<file path="src/rtl/bcd_tick_counter.sv">
// bcd_tick_counter: multi-digit BCD up/down counter stepped once per rising edge of tick_src.
// Define BCD_TICK_COUNTER_SAT_EN for saturating mode; the default build wraps.
module bcd_tick_digit (
    input  logic [3:0] d,
    input  logic       cin,
    input  logic       up,
    output logic [3:0] nxt,
    output logic       cout
);
    always_comb begin
        nxt  = d;
        cout = 1'b0;
        if (cin) begin
            if (up) begin
                if (d == 4'd9) begin
                    nxt  = 4'd0;
                    cout = 1'b1;
                end else begin
                    nxt = d + 4'd1;
                end
            end else begin
                if (d == 4'd0) begin
                    nxt  = 4'd9;
                    cout = 1'b1;
                end else begin
                    nxt = d - 4'd1;
                end
            end
        end
    end
endmodule

module bcd_tick_counter #(
    parameter int DIGITS = 4
) (
    input  logic                  clockin,
    input  logic                  reset,
    input  logic                  tick_src,
    input  logic                  en,
    input  logic                  up,
    input  logic                  load,
    input  logic [4*DIGITS-1:0]   load_val,
    output logic [4*DIGITS-1:0]   count,
    output logic                  tc
);
    logic                    tick_q;
    logic                    step;
    logic [DIGITS-1:0][3:0]  cnt_q;
    logic [DIGITS-1:0][3:0]  cnt_nxt;
    logic [DIGITS-1:0][3:0]  ld_san;
    logic [DIGITS:0]         carry;
    logic                    wrap;

    assign step     = tick_src & ~tick_q & en;
    assign carry[0] = 1'b1;
    // A carry/borrow out of the top digit means the count crossed its boundary.
    assign wrap     = carry[DIGITS];

    genvar i;
    generate
        for (i = 0; i < DIGITS; i++) begin : g_dig
            bcd_tick_digit u_dig (
                .d    (cnt_q[i]),
                .cin  (carry[i]),
                .up   (up),
                .nxt  (cnt_nxt[i]),
                .cout (carry[i+1])
            );
            assign ld_san[i] = (load_val[4*i +: 4] > 4'd9) ? 4'd0 : load_val[4*i +: 4];
        end
    endgenerate

    always_ff @(posedge clockin) begin
        if (reset) begin
            cnt_q  <= '0;
            tc     <= 1'b0;
            tick_q <= 1'b1;  // a tick_src already high at release is not an edge
        end else begin
            tick_q <= tick_src;
            tc     <= 1'b0;
            if (load) begin
                cnt_q <= ld_san;
            end else if (step) begin
`ifdef BCD_TICK_COUNTER_SAT_EN
                if (wrap) tc <= 1'b1;
                else      cnt_q <= cnt_nxt;
`else
                cnt_q <= cnt_nxt;
                tc    <= wrap;
`endif
            end
        end
    end

    assign count = cnt_q;
endmodule

</file>
<file path="config.mk">
export PLATFORM = sky130hd
export DESIGN_NAME = bcd_tick_counter
export DESIGN_NICKNAME = d
export VERILOG_FILES = /design/src/rtl/bcd_tick_counter.sv
export SDC_FILE = /design/constraint.sdc
export NUM_CORES = 1
export LEC_CHECK = 0
export CORE_ASPECT_RATIO = 1.4
export CORE_MARGIN = 4
export CORE_UTILIZATION = 25
export DETAILED_ROUTE_END_ITERATION = 8
export DONT_BUFFER_PORTS = 1
export PLACE_DENSITY = 0.35
export SLEW_MARGIN = 20
export SYNTH_ARGS = -nofsm -noshare
export SYNTH_HDL_FRONTEND = slang
export SYNTH_HIERARCHICAL = 1
export SYNTH_SLANG_ARGS = --single-unit
</file>
<file path="constraint.sdc">
create_clock -name clockin -period 7 [get_ports clockin]
set_input_delay 1.4 -clock clockin [delete_from_list [all_inputs] [get_ports clockin]]
set_output_delay 1.4 -clock clockin [all_outputs]
set_load 0.02 [all_outputs]
</file>
# Word-level counts from Yosys, hierarchy flattened
# Index checks and enable logic that the tools add are counted.
[op_classes]
addsub = 8
magnitude_cmp = 4
eq_ne = 4
n_mux = 35
bitwise = 5
n_reduce_logical = 12
[ops]
columns = ["op", "n"]
rows = [
  ["$mux 4", 19],
  ["$mux 16", 2],
  ["$add 4x1->4 const B", 4],
  ["$eq 4x4->1 const B", 4],
  ["$gt 4x4->1 const B", 4],
  ["$logic_not 4->1", 4],
  ["$sub 4x1->4 const B", 4],
  ["$mux 1", 14],
  ["$reduce_bool 2->1", 4],
  ["$reduce_and 2->1", 3],
  ["$reduce_or 4->1", 1],
  ["$not 1->1", 3],
  ["$and 1x1->1", 2],
]
[word_totals]
ff_bits = 18
out_inout_bits = 17
elab_cells = 74

# Depth between registers and ports, before layout
# Gate-level depths: netlist (run 1).
[depth]
word_depth = 8
ltp_mapped = 13
mapped_depth_nobuf = 12

# Cells and area by module
# The synthesis (run 1) kept the hierarchy.
[modules_own_cells]
columns = ["mod", "n_inst", "cells_per_inst", "area_each_um2", "seq_area_each_um2"]
rows = [
  ["bcd_tick_counter", 1, 108, 964.7, 360.3],
  ["bcd_tick_digit", 4, 31, 216.5, 0.0],
]

# Worst setup path after synthesis (run 1)
# No wires, ideal clock.
[synth_timing]
path_type = "in2reg"
from = "input port up"
to = "register cnt_q (netlist bit count[14])"
setup_time_ns = 0.095
t_arrival_ns = 4.249
required_ns = 6.905
setup_slack_ns = 2.656
path_stages = 13
path_buffers = 1
cell_sequence = "buf_2 -> or3_4 -> a211oi_2 -> nand2b_1 -> a211oi_2 -> nand2b_1 -> a211oi_2 -> nand2b_1 -> nor4_1 -> a221o_1 -> nor2b_1 -> a21oi_1 -> a221oi_1"
[synth_between]
elab_chain_cells = 5
[synth_lines]
columns = ["item", "line", "source"]
rows = [
  ["start: declaration", "40", "input logic up,"],
  ["$mux 1", "14", "if (up) begin"],
  ["net carry[1]", "51", "logic [DIGITS:0] carry;"],
  ["$mux 1", "13", "if (cin) begin"],
  ["net carry[2]", "51", ""],
  ["$mux 1", "13", ""],
  ["net carry[3]", "51", ""],
  ["$reduce_bool 2->1 (no source line)", "n/a", ""],
  ["$reduce_and 2->1 (no source line)", "n/a", ""],
  ["end signal: assignment", "82", "cnt_q <= ld_san;"],
  ["end signal: assignment", "88", "cnt_q <= cnt_nxt;"],
  ["end: declaration", "48", "logic [DIGITS-1:0][3:0] cnt_q;"],
]
# The timed path passes the listed nets, and every way through them passes these cells. The select of a mux whose other input is x is not followed.
# A chain may end at the register's enable or synchronous reset.

# Worst setup path after layout (run 1)
# Ends and elaborated chain as after synthesis.

==> metrics.yaml, run 1 <==
synth:
  synth_area_leaders: "dfxtp_1, a31oi_1, nor2b_1"
  async_flop_share_pct: 0
  syn_area_sq_um: 1830
  ys.flop_type: "dfxtp_1"
  syn_inst: 232
  synth.most_common_cell: "nor2_1"
  synthTopCellsByCount: "nor2_1, dfxtp_1, a31oi_1, inv_1, nor2b_1"
  ys_seq_area_share_pct: 19.7
  yosysWarnings: 6
  yosysTopAreaCell: "dfxtp_1"
  synth_top_area_share_pct: 19.7
  syn_avg_cell_area_sq_um: 7.89
  synth_seq_cells: 18
  synth_edf_count: 0
  synth_cell_types: 36
worst_setup_path:
  path_cells: "or3_4 -> a211oi_2 -> nand2b_1 -> a211oi_2 -> nand2b_1 -> a211oi_2 -> nand2b_1 -> nor4_1 -> a221o_1 -> nor2b_1 -> a21oi_1 -> a221oi_1"
  reg2reg_from: "count[0]"
  critPathMaxStageDelay_ps: 470
  critPathKind: "input port to flop"
  cp_max_fo: 44
  r2r_slack_ps: 3100
  worstPathArrival_ps: 4550
  critPathLaunch: "up"
  critical_path.slowest_cell: "a211oi_2"
  startpoint_type: "input port"
  rr_endpoint: "count[14]"
  required_ps: 7160
  crit_path_end: "count[14]"
  worstRegToRegCells: 12
  cp-end-kind: "flop"
grt:
  grt_pass1_vias: 1620
  grt_pass1_wl_um: 8510
  grt_util_all_layers_pct: 12.4
  grt_max_degree: 45
  grt_overflow: 0
  antenna_found_initial: 0
power_and_ir_drop:
  seqPwrFrac_pct: 48.6
  p_clk_share_pct: 26.7
  power_density_nw_per_um2: 151
  intPower_uw: 187
  power_frac_comb_pct: 24.8
  ir_drop_mv: 0.0442
  p_leak_uw: 0.000624
  swShare_pct: 34.4
  netSwitchingPower_uw: 97.8
layout:
  drive_above_1_share_pct: 13.6
  fill_cells: 796
  multiInputGateArea_sq_um: 1300
  fin_nets: 245
  register_area_sq_um: 360
  syn_to_final_growth_pct: 2.94
  utilization_pct: 26.8
  num_antenna_cells: 0
floorplanning:
  dieWidth_um: 80.3
  start_util_pct: 26.1
  fp-row-count: 36
  boundaryPins: 39
  dieHeight_um: 109
  dieArea_sq_um: 8770
  coreArea_sq_um: 7030
sta:
  timing.final.crit_share_pct: 62.7
  fin_tns_setup_ps: 0
  max_freq_ghz: 0.228
  setup_viol: 0
  rsz0062_at_grt: "no"
  clock_skew_ps: 2.75
  finalHoldViolCount: 0
  worst_pin_slew_ps: 715
  drv_slew: 0
  slew_headroom_pct: 52.3
  period_minus_slack_ps: 4390
clock_network:
  post_cts_resized: 0
  cts_buffer_depth: 2
  clk_pin_slew_ps: 70
  cts_root_buf: "clkbuf_8"
  cts_tree: "built"
  clock_sinks: 18
  h-tree-depth: 1
  cts_buffers: 3
  cts_setup_buffers: 0
  hold_buffers: 0
  clkLatencyLatePin_ps: 260
route:
  drt-pass1-iter-count: 4
  drt_iter0_markers: 96
  wl_um: 5300
  via_per_inst: 5.26
  drtAntennaViolNets: 0
  drt_drc_violations_left: 0
  vias: 1663
  routedWlPerCell_um: 16.8
status:
  outcome: "completed"
job:
  maxCapViolations: 0
worst_hold_path:
  worstHoldPathType: "flop to flop"
place:
  dp_hpwl_um: 3640
  place_congestion: 0.726
  port_buffers: 0
## power by group through the flow
stage / sequential (uW) / clock (uW) / combinational (uW)
floorplan: 128 / 0 / 78.9
global placement: 141 / 0 / 71.3
detailed placement: 141 / 0 / 70.6
CTS: 138 / 81.2 / 71.1
global route: 141 / 85.3 / 79.3
finish: 138 / 75.9 / 70.4
## routing by layer
layer	vias to the layer above	track usage, %	share of wire [%]
met3	4	2.81	5.1
met5	-	0	0
met1	786	14.9	42
met2	36	21.0	51
met4	0	5.07	1.7
li1	837	-	-
## layout by cell type (no fill, tap or decap)
master / instances
nor2_1: 20
a211oi_2: 4
nand4b_1: 4
xnor2_1: 4
dfxtp_1: 18
nand3_1: 4
a2111oi_2: 4
or3_4: 4
a31o_1: 4
nand2b_1: 13
nor4b_1: 1
and2b_4: 1
a21boi_1: 4
nor4_1: 4
nor3_1: 4
a221oi_1: 8
o21ai_0: 4
o21bai_1: 4
or2_2: 5
o22ai_1: 12
nand3b_4: 1
and2b_1: 4
a221o_1: 8
a31oi_1: 16
xor2_1: 4
a21oi_1: 8
a221oi_2: 4
nor2b_1: 16
conb_1: 7
a21bo_2: 4
clkbuf_8: 3
inv_1: 16
nand2_1: 4
## critical path: cells and delay by family
family          cells  cell delay, ps
compound gates      6            1860
simple gates        6            1280
## cell type report
class                      instances  share of cell area [%]
tap                               95                    6.31
inverter                          16                    3.19
multi-input combinational        184                    69.2
sequential                        18                    19.1
clock buffer                       3                    2.19
## worst min path at each step
stage               startpoint         to  cells after the start
finish               count[10]  count[10]                      2
global route         count[10]  count[10]                      2
CTS                  count[10]  count[10]                      2
detailed placement   count[10]  count[10]                      2
global placement     count[10]  count[10]                      2
floorplan               tick_q         tc                      2
## metrics by stage
step / hold slack (ps) / instances / worst slack (ps) / cell area [sq um] / power (uW)
CTS: 725 / 316 / 2620 / 1880 / 291
detailed placement: 714 / 313 / 2370 / 1840 / 212
global route: 752 / 316 / 2260 / 1880 / 306
finish: 715 / 316 / 2610 / 1880 / 284
floorplan: 553 / 238 / 2660 / 1850 / 207
global placement: 704 / 313 / 2390 / 1840 / 213
## cells by family (layout without fill, tap and decap cells)
logic type,Yosys count,in the layout,synth area share [%]
xor gates and xnor gates,8,8,3.83
and+or+nand+nor,85,85,28.2
other,1,7,0.205
AOI/OAI and AO/OA,84,84,37.7
DFF,18,18,19.7
buffers and inverters,36,19,10.3
## state kept, by name, indices dropped and copies added (netlist names)
| signal | count |
|---|---|
| tc | 1 |
| count | 16 |
| tick_q | 1 |
Note: power is estimated with default switching activity, not from simulation.
==> inputs of run 2 (changes only) <==
==> constraint.sdc (replaced) <==
create_clock -name clockin -period 4.05 [get_ports clockin]
set_input_delay 0.81 -clock clockin [delete_from_list [all_inputs] [get_ports clockin]]
set_output_delay 0.81 -clock clockin [all_outputs]
set_load 0.02 [all_outputs]
==> run 2 against run 1 <==
  * Global-route usage decreased by 0.18 points
  * Combinational power increased by 79%
  * Sequential share of layout area shrank 0.23 points
  * Worst setup slack got worse by 1800 ps
  * Critical path depth unchanged
  * Die area unchanged
  * Clock-buffer cell count is the same
  * Utilization grew 0.32 points
  * Via count is 1.3% higher
  * Critical path type is now flop to flop
  * Highest routed layer unchanged
==> metrics.yaml, run 2 (synthesis results as in run 1) <==
sta:
  finalHoldViolCount: 0  # unchanged
  slew_headroom_pct: 54.7  # +2.4 points
  timing.final.crit_share_pct: 80.6
  setup_viol: 0  # unchanged
  clock_skew_ps: 2.12  # -0.634 ps
  fin_tns_setup_ps: 0  # unchanged
  worst_pin_slew_ps: 679  # -36.6 ps
  drv_slew: 0  # unchanged
  period_minus_slack_ps: 3260
  rsz0062_at_grt: "no"
  max_freq_ghz: 0.306
grt:
  grt_pass1_vias: 1573  # -2.9%
  grt_pass1_wl_um: 8380  # -1.5%
  grt_util_all_layers_pct: 12.2  # -0.18 points
  antenna_found_initial: 0  # unchanged
  grt_overflow: 0  # unchanged
  grt_max_degree: 45  # unchanged
clock_network:
  post_cts_resized: 0  # unchanged
  cts_setup_buffers: 0  # unchanged
  cts_root_buf: "clkbuf_8"
  cts_tree: "built"
  cts_buffers: 3  # unchanged
  clk_pin_slew_ps: 70  # about the same
  hold_buffers: 0  # unchanged
  clkLatencyLatePin_ps: 260  # about the same
  cts_buffer_depth: 2  # unchanged
  clock_sinks: 18  # unchanged
  h-tree-depth: 1  # unchanged
power_and_ir_drop:
  ir_drop_mv: 0.0965  # +120%
  p_leak_uw: 0.000640  # +2.6%
  power_density_nw_per_um2: 259  # +71%
floorplanning:
  dieWidth_um: 80.3  # unchanged
  start_util_pct: 26.1  # unchanged
  coreArea_sq_um: 7030  # unchanged
  fp-row-count: 36  # unchanged
  boundaryPins: 39  # unchanged
  dieHeight_um: 109  # unchanged
  dieArea_sq_um: 8770  # unchanged
place:
  place_congestion: 0.710  # -2.2%
  dp_hpwl_um: 3620  # -0.76%
  port_buffers: 0  # unchanged
  placed_area_sq_um: 1870  # +1.2%
worst_hold_path:
  worstHoldPathType: "input port to flop"
  whs_path_depth: 1  # -1
worst_setup_path:
  worstPathArrival_ps: 3430  # -1120 ps
  cp-end-kind: "flop"
  startpoint_type: "flop"
  critPathKind: "flop to flop"
  cp_max_fo: 9  # -80%
  worstRegToRegCells: 12  # unchanged
  required_ps: 4220  # -2940 ps
layout:
  syn_to_final_growth_pct: 4.17
  final_area_sq_um: 1910  # +1.2%
  layout_common_cells: "nor2_1, dfxtp_1, inv_1, nor2b_1, a31oi_1"
  largest_register_ffs: 16  # unchanged
  drive_above_1_share_pct: 14.7  # +1.2 points
  final_common_cell: "nor2_1"
  fin_nets: 248  # +1.2%
  num_antenna_cells: 0  # unchanged
route:
  routedWlPerCell_um: 16.2  # -3.3%
  drt-pass1-iter-count: 4  # unchanged
  via_per_inst: 5.28  # +0.37%
  wl_um: 5180  # -2.4%
  drtAntennaViolNets: 0  # unchanged
  vias: 1685  # +1.3%
  drt_iter0_markers: 88  # -8.3%
  drt_drc_violations_left: 0  # unchanged
job:
  maxCapViolations: 0  # unchanged
status:
  outcome: "completed"
-- run 2: per-stage QoR --
step / cells / hold WS, ps / total power, uW / worst slack [ps] / utilization, %
after global routing: 319 / 602 / 525 / 476 / 27.1
after detailed placement: 316 / 704 / 367 / 525 / 26.5
final: 319 / 614 / 493 / 785 / 27.1
after floorplan: 238 / 553 / 358 / 296 / -
after global placement: 316 / 696 / 370 / 587 / 26.5
after CTS: 319 / 600 / 504 / 776 / 27.1
-- run 2: final timing paths --
path | slack (ps) | from | to
worst min-delay path | 610 | reset | count[0]
worst min register to register | 710 | count[0] | count[0]
worst max register to register | 790 | count[3] | count[14]
worst max-delay path | 790 | count[3] | count[14]
-- run 2: critical path: stages, from the launching register on --
cell,delay (ps)
dfxtp_1,460
or3_4,430
a211oi_2,250
nand2b_1,130
a211oi_2,210
nand2b_1,140
a211oi_2,430
nand2b_1,180
nor4_1,300
a221o_1,200
nor2b_1,120
a21oi_1,50
a221oi_1,260
-- run 2: area by class of cell --
class / count / area (sq um)
well taps: 95 / 119
multi-input cells: 184 / 1300
clock buffers: 3 / 41.3
fillers: 806 / 5120
repair buffers: 3 / 22.5
inverters: 16 / 60.1
flip-flops and latches: 18 / 360
-- run 2: metal layers --
metal,up-vias,GRT usage [%],wire [um]
met2,23,20.7,2660
met1,817,15.1,2310
met5,-,0,0
li1,843,-,-
met3,2,2.40,154
met4,0,4.59,54
-- run 2: power by group --
part,switching (uW),internal (uW),leakage (uW)
sequential,46.0,189,0.000149
combinational,56.5,69.2,0.000470
clock,65.8,66.2,0.0000216
total,168,325,0.000640
==> inputs of run 3 (changes only) <==
--- a/config.mk
+++ b/config.mk
@@ -10,7 +10,7 @@
 export CORE_UTILIZATION = 25
 export DETAILED_ROUTE_END_ITERATION = 8
 export DONT_BUFFER_PORTS = 1
-export PLACE_DENSITY = 0.35
+export PLACE_DENSITY = 0.37
 export SLEW_MARGIN = 20
 export SYNTH_ARGS = -nofsm -noshare
 export SYNTH_HDL_FRONTEND = slang
==> constraint.sdc (replaced) <==
create_clock -name clockin -period 2.7 [get_ports clockin]
set_input_delay 0.54 -clock clockin [delete_from_list [all_inputs] [get_ports clockin]]
set_output_delay 0.54 -clock clockin [all_outputs]
set_load 0.02 [all_outputs]
==> run 3 against run 2 <==
  * The run now ends with negative setup slack left
  * Sequential cell count did not move
  * Utilization up 3.2 points
  * Fmax increased by 18%
  * Non-clock buffer count grew 21
  * Register-to-register slack got worse by 840 ps
  * Cell count increased by 6.9%
  * Critical path type unchanged
  * Critical endpoint is now count[15]
  * Largest power group unchanged
==> metrics.yaml, run 3 (synthesis results as in run 1) <==
place:
  placed_area_sq_um: 2010  # +8.0%
  port_buffers: 0  # unchanged
  place_congestion: 0.782  # +10%
  dp_hpwl_um: 3950  # +9.4%
  dp_worst_setup_slack_ps: -227  # -753 ps
layout:
  multiInputGateArea_sq_um: 1350  # +3.4%
  drive_above_1_share_pct: 23.6  # +8.8 points
  layout_common_cells: "buf_4, nor2_1, dfxtp_1"
  num_antenna_cells: 0  # unchanged
  syn_to_final_growth_pct: 16.4
  final_area_sq_um: 2130  # +12%
  register_area_sq_um: 362  # +0.35%
  fill_cells: 808  # +0.25%
  fin_nets: 269  # +8.5%
  largest_register_ffs: 16  # unchanged
  final_common_cell: "buf_4"
  utilization_pct: 30.3  # +3.2 points
floorplanning:
  boundaryPins: 39  # unchanged
  dieHeight_um: 109  # unchanged
  fp-row-count: 36  # unchanged
  dieWidth_um: 80.3  # unchanged
  start_util_pct: 26.1  # unchanged
  dieArea_sq_um: 8770  # unchanged
  coreArea_sq_um: 7030  # unchanged
sta:
  setup_ws_ps: -59.2  # -845 ps
  timing.final.crit_share_pct: 102  # +22 points
  slew_headroom_pct: 56.2  # +1.5 points
  finalHoldViolCount: 0  # unchanged
  fin_tns_setup_ps: -117  # -117 ps
  period_minus_slack_ps: 2760  # -505 ps
  drv_slew: 0  # unchanged
  rsz0062_at_grt: "yes"
  setup_viol: 2  # +2
  max_freq_ghz: 0.362  # +18%
  clock_skew_ps: 5.77  # +3.65 ps
  worst_pin_slew_ps: 656  # -22.8 ps
worst_setup_path:
  cp-end-kind: "flop"
  crit_top_cell: "a211oi_4"
  startpoint_type: "flop"
  critPathTopFamily: "compound AO/OA/AOI/OAI gates"
  critPathKind: "flop to flop"
  worstPathArrival_ps: 2880  # -550 ps
  critical_path.slowest_cell: "or3_4"
  required_ps: 2820  # -1400 ps
  critical_path_buf_inv_count: 2  # +2
  cp_max_fo: 4  # -5
  path_cells: "or3_4 -> a211oi_4 -> nand2b_1 -> a211oi_4 -> nand2b_1 -> a211oi_4 -> buf_4 -> buf_6 -> a31oi_1 -> a221o_1 -> nor2b_1 -> a31oi_1 -> a221oi_2"
  critPathMaxStageDelay_ps: 390  # -70 ps
route:
  via_per_inst: 5.22  # -1.2%
  routed-wl-met2_um: 2980  # +12%
  wl_um: 5560  # +7.4%
  drtAntennaViolNets: 0  # unchanged
  drt-met1-wl_um: 2260  # -2.1%
  routedWlPerCell_um: 16.3  # +0.43%
  drt_drc_violations_left: 0  # unchanged
  highest_layer: "met4"
  route.met3.wl_um: 240  # +56%
  vias: 1779  # +5.6%
  drt-pass1-iter-count: 4  # unchanged
  drt_iter0_markers: 81  # -8.0%
job:
  maxCapViolations: 0  # unchanged
grt:
  grt_overflow: 0  # unchanged
  grt_util_all_layers_pct: 12.8  # +0.56 points
  grt_max_degree: 45  # unchanged
  antenna_found_initial: 0  # unchanged
  grt_pass1_vias: 1689  # +7.4%
  grt_pass1_wl_um: 8870  # +5.8%
status:
  outcome: "complete, but fails checks"
  violations: "negative setup slack"
clock_network:
  cts_tree: "built"
  clk_pin_slew_ps: 80  # about the same
  cts_buffer_depth: 2  # unchanged
  clkLatencyLatePin_ps: 270  # about the same
  cts_buffers: 3  # unchanged
  cts_root_buf: "clkbuf_8"
  h-tree-depth: 1  # unchanged
  clock_sinks: 18  # unchanged
  hold_buffers: 0  # unchanged
worst_hold_path:
  worstHoldPathType: "input port to flop"
power_and_ir_drop:
  power_density_nw_per_um2: 381  # +47%
  ir_drop_mv: 0.114  # +18%
  p_leak_uw: 0.000761  # +19%
==> run 3: cell count changes in the layout (fill, tap and decap cells not counted), sizes merged <==
cell,change
clkbuf,+1
buf,+21
==> run 3: worst paths after layout <==
check	startpoint	to	slack, ps	cells past startpoint
max	count[0]	count[15]	-60	13
min reg2reg	count[0]	count[0]	630	3
max reg2reg	count[0]	count[15]	-60	13
min	reset	count[0]	330	1
==> run 3: layer usage <==
layer  global-route usage [%]  vias up
li1                         -      888
met1                     15.0      843
met2                     23.5       41
met3                     1.49        7
met4                     4.35        0
met5                        0        -
==> run 3: area by class of cell <==
type	count	share of cell area, %
Clock buffer	4	2.58
Inverter	16	2.82
Multi-Input combinational cell	184	63.2
Sequential cell	18	17.0
Tap cell	95	5.58
Timing Repair Buffer	24	8.81
==> run 3: through the flow <==
step | power (uW) | hold WS [ps] | instances
after global routing | 854 | 329 | 341
after detailed placement | 579 | 611 | 332
after CTS | 818 | 329 | 338
final | 812 | 328 | 341
after global placement | 581 | 611 | 332
after floorplan | 545 | 553 | 238
==> run 3: where the power goes <==
group,switching [uW],internal (uW)
clock network,108,130
logic,134,124
registers,32.2,284
==> run 3: repair_timing <==
action | 4_1_cts | 5_1_grt
cloned | 0 | 0
buffers inserted | 2 | 3
setup endpoints to repair | 2 | 6
gates resized for setup | 0 | 5
pin swaps | 0 | 1
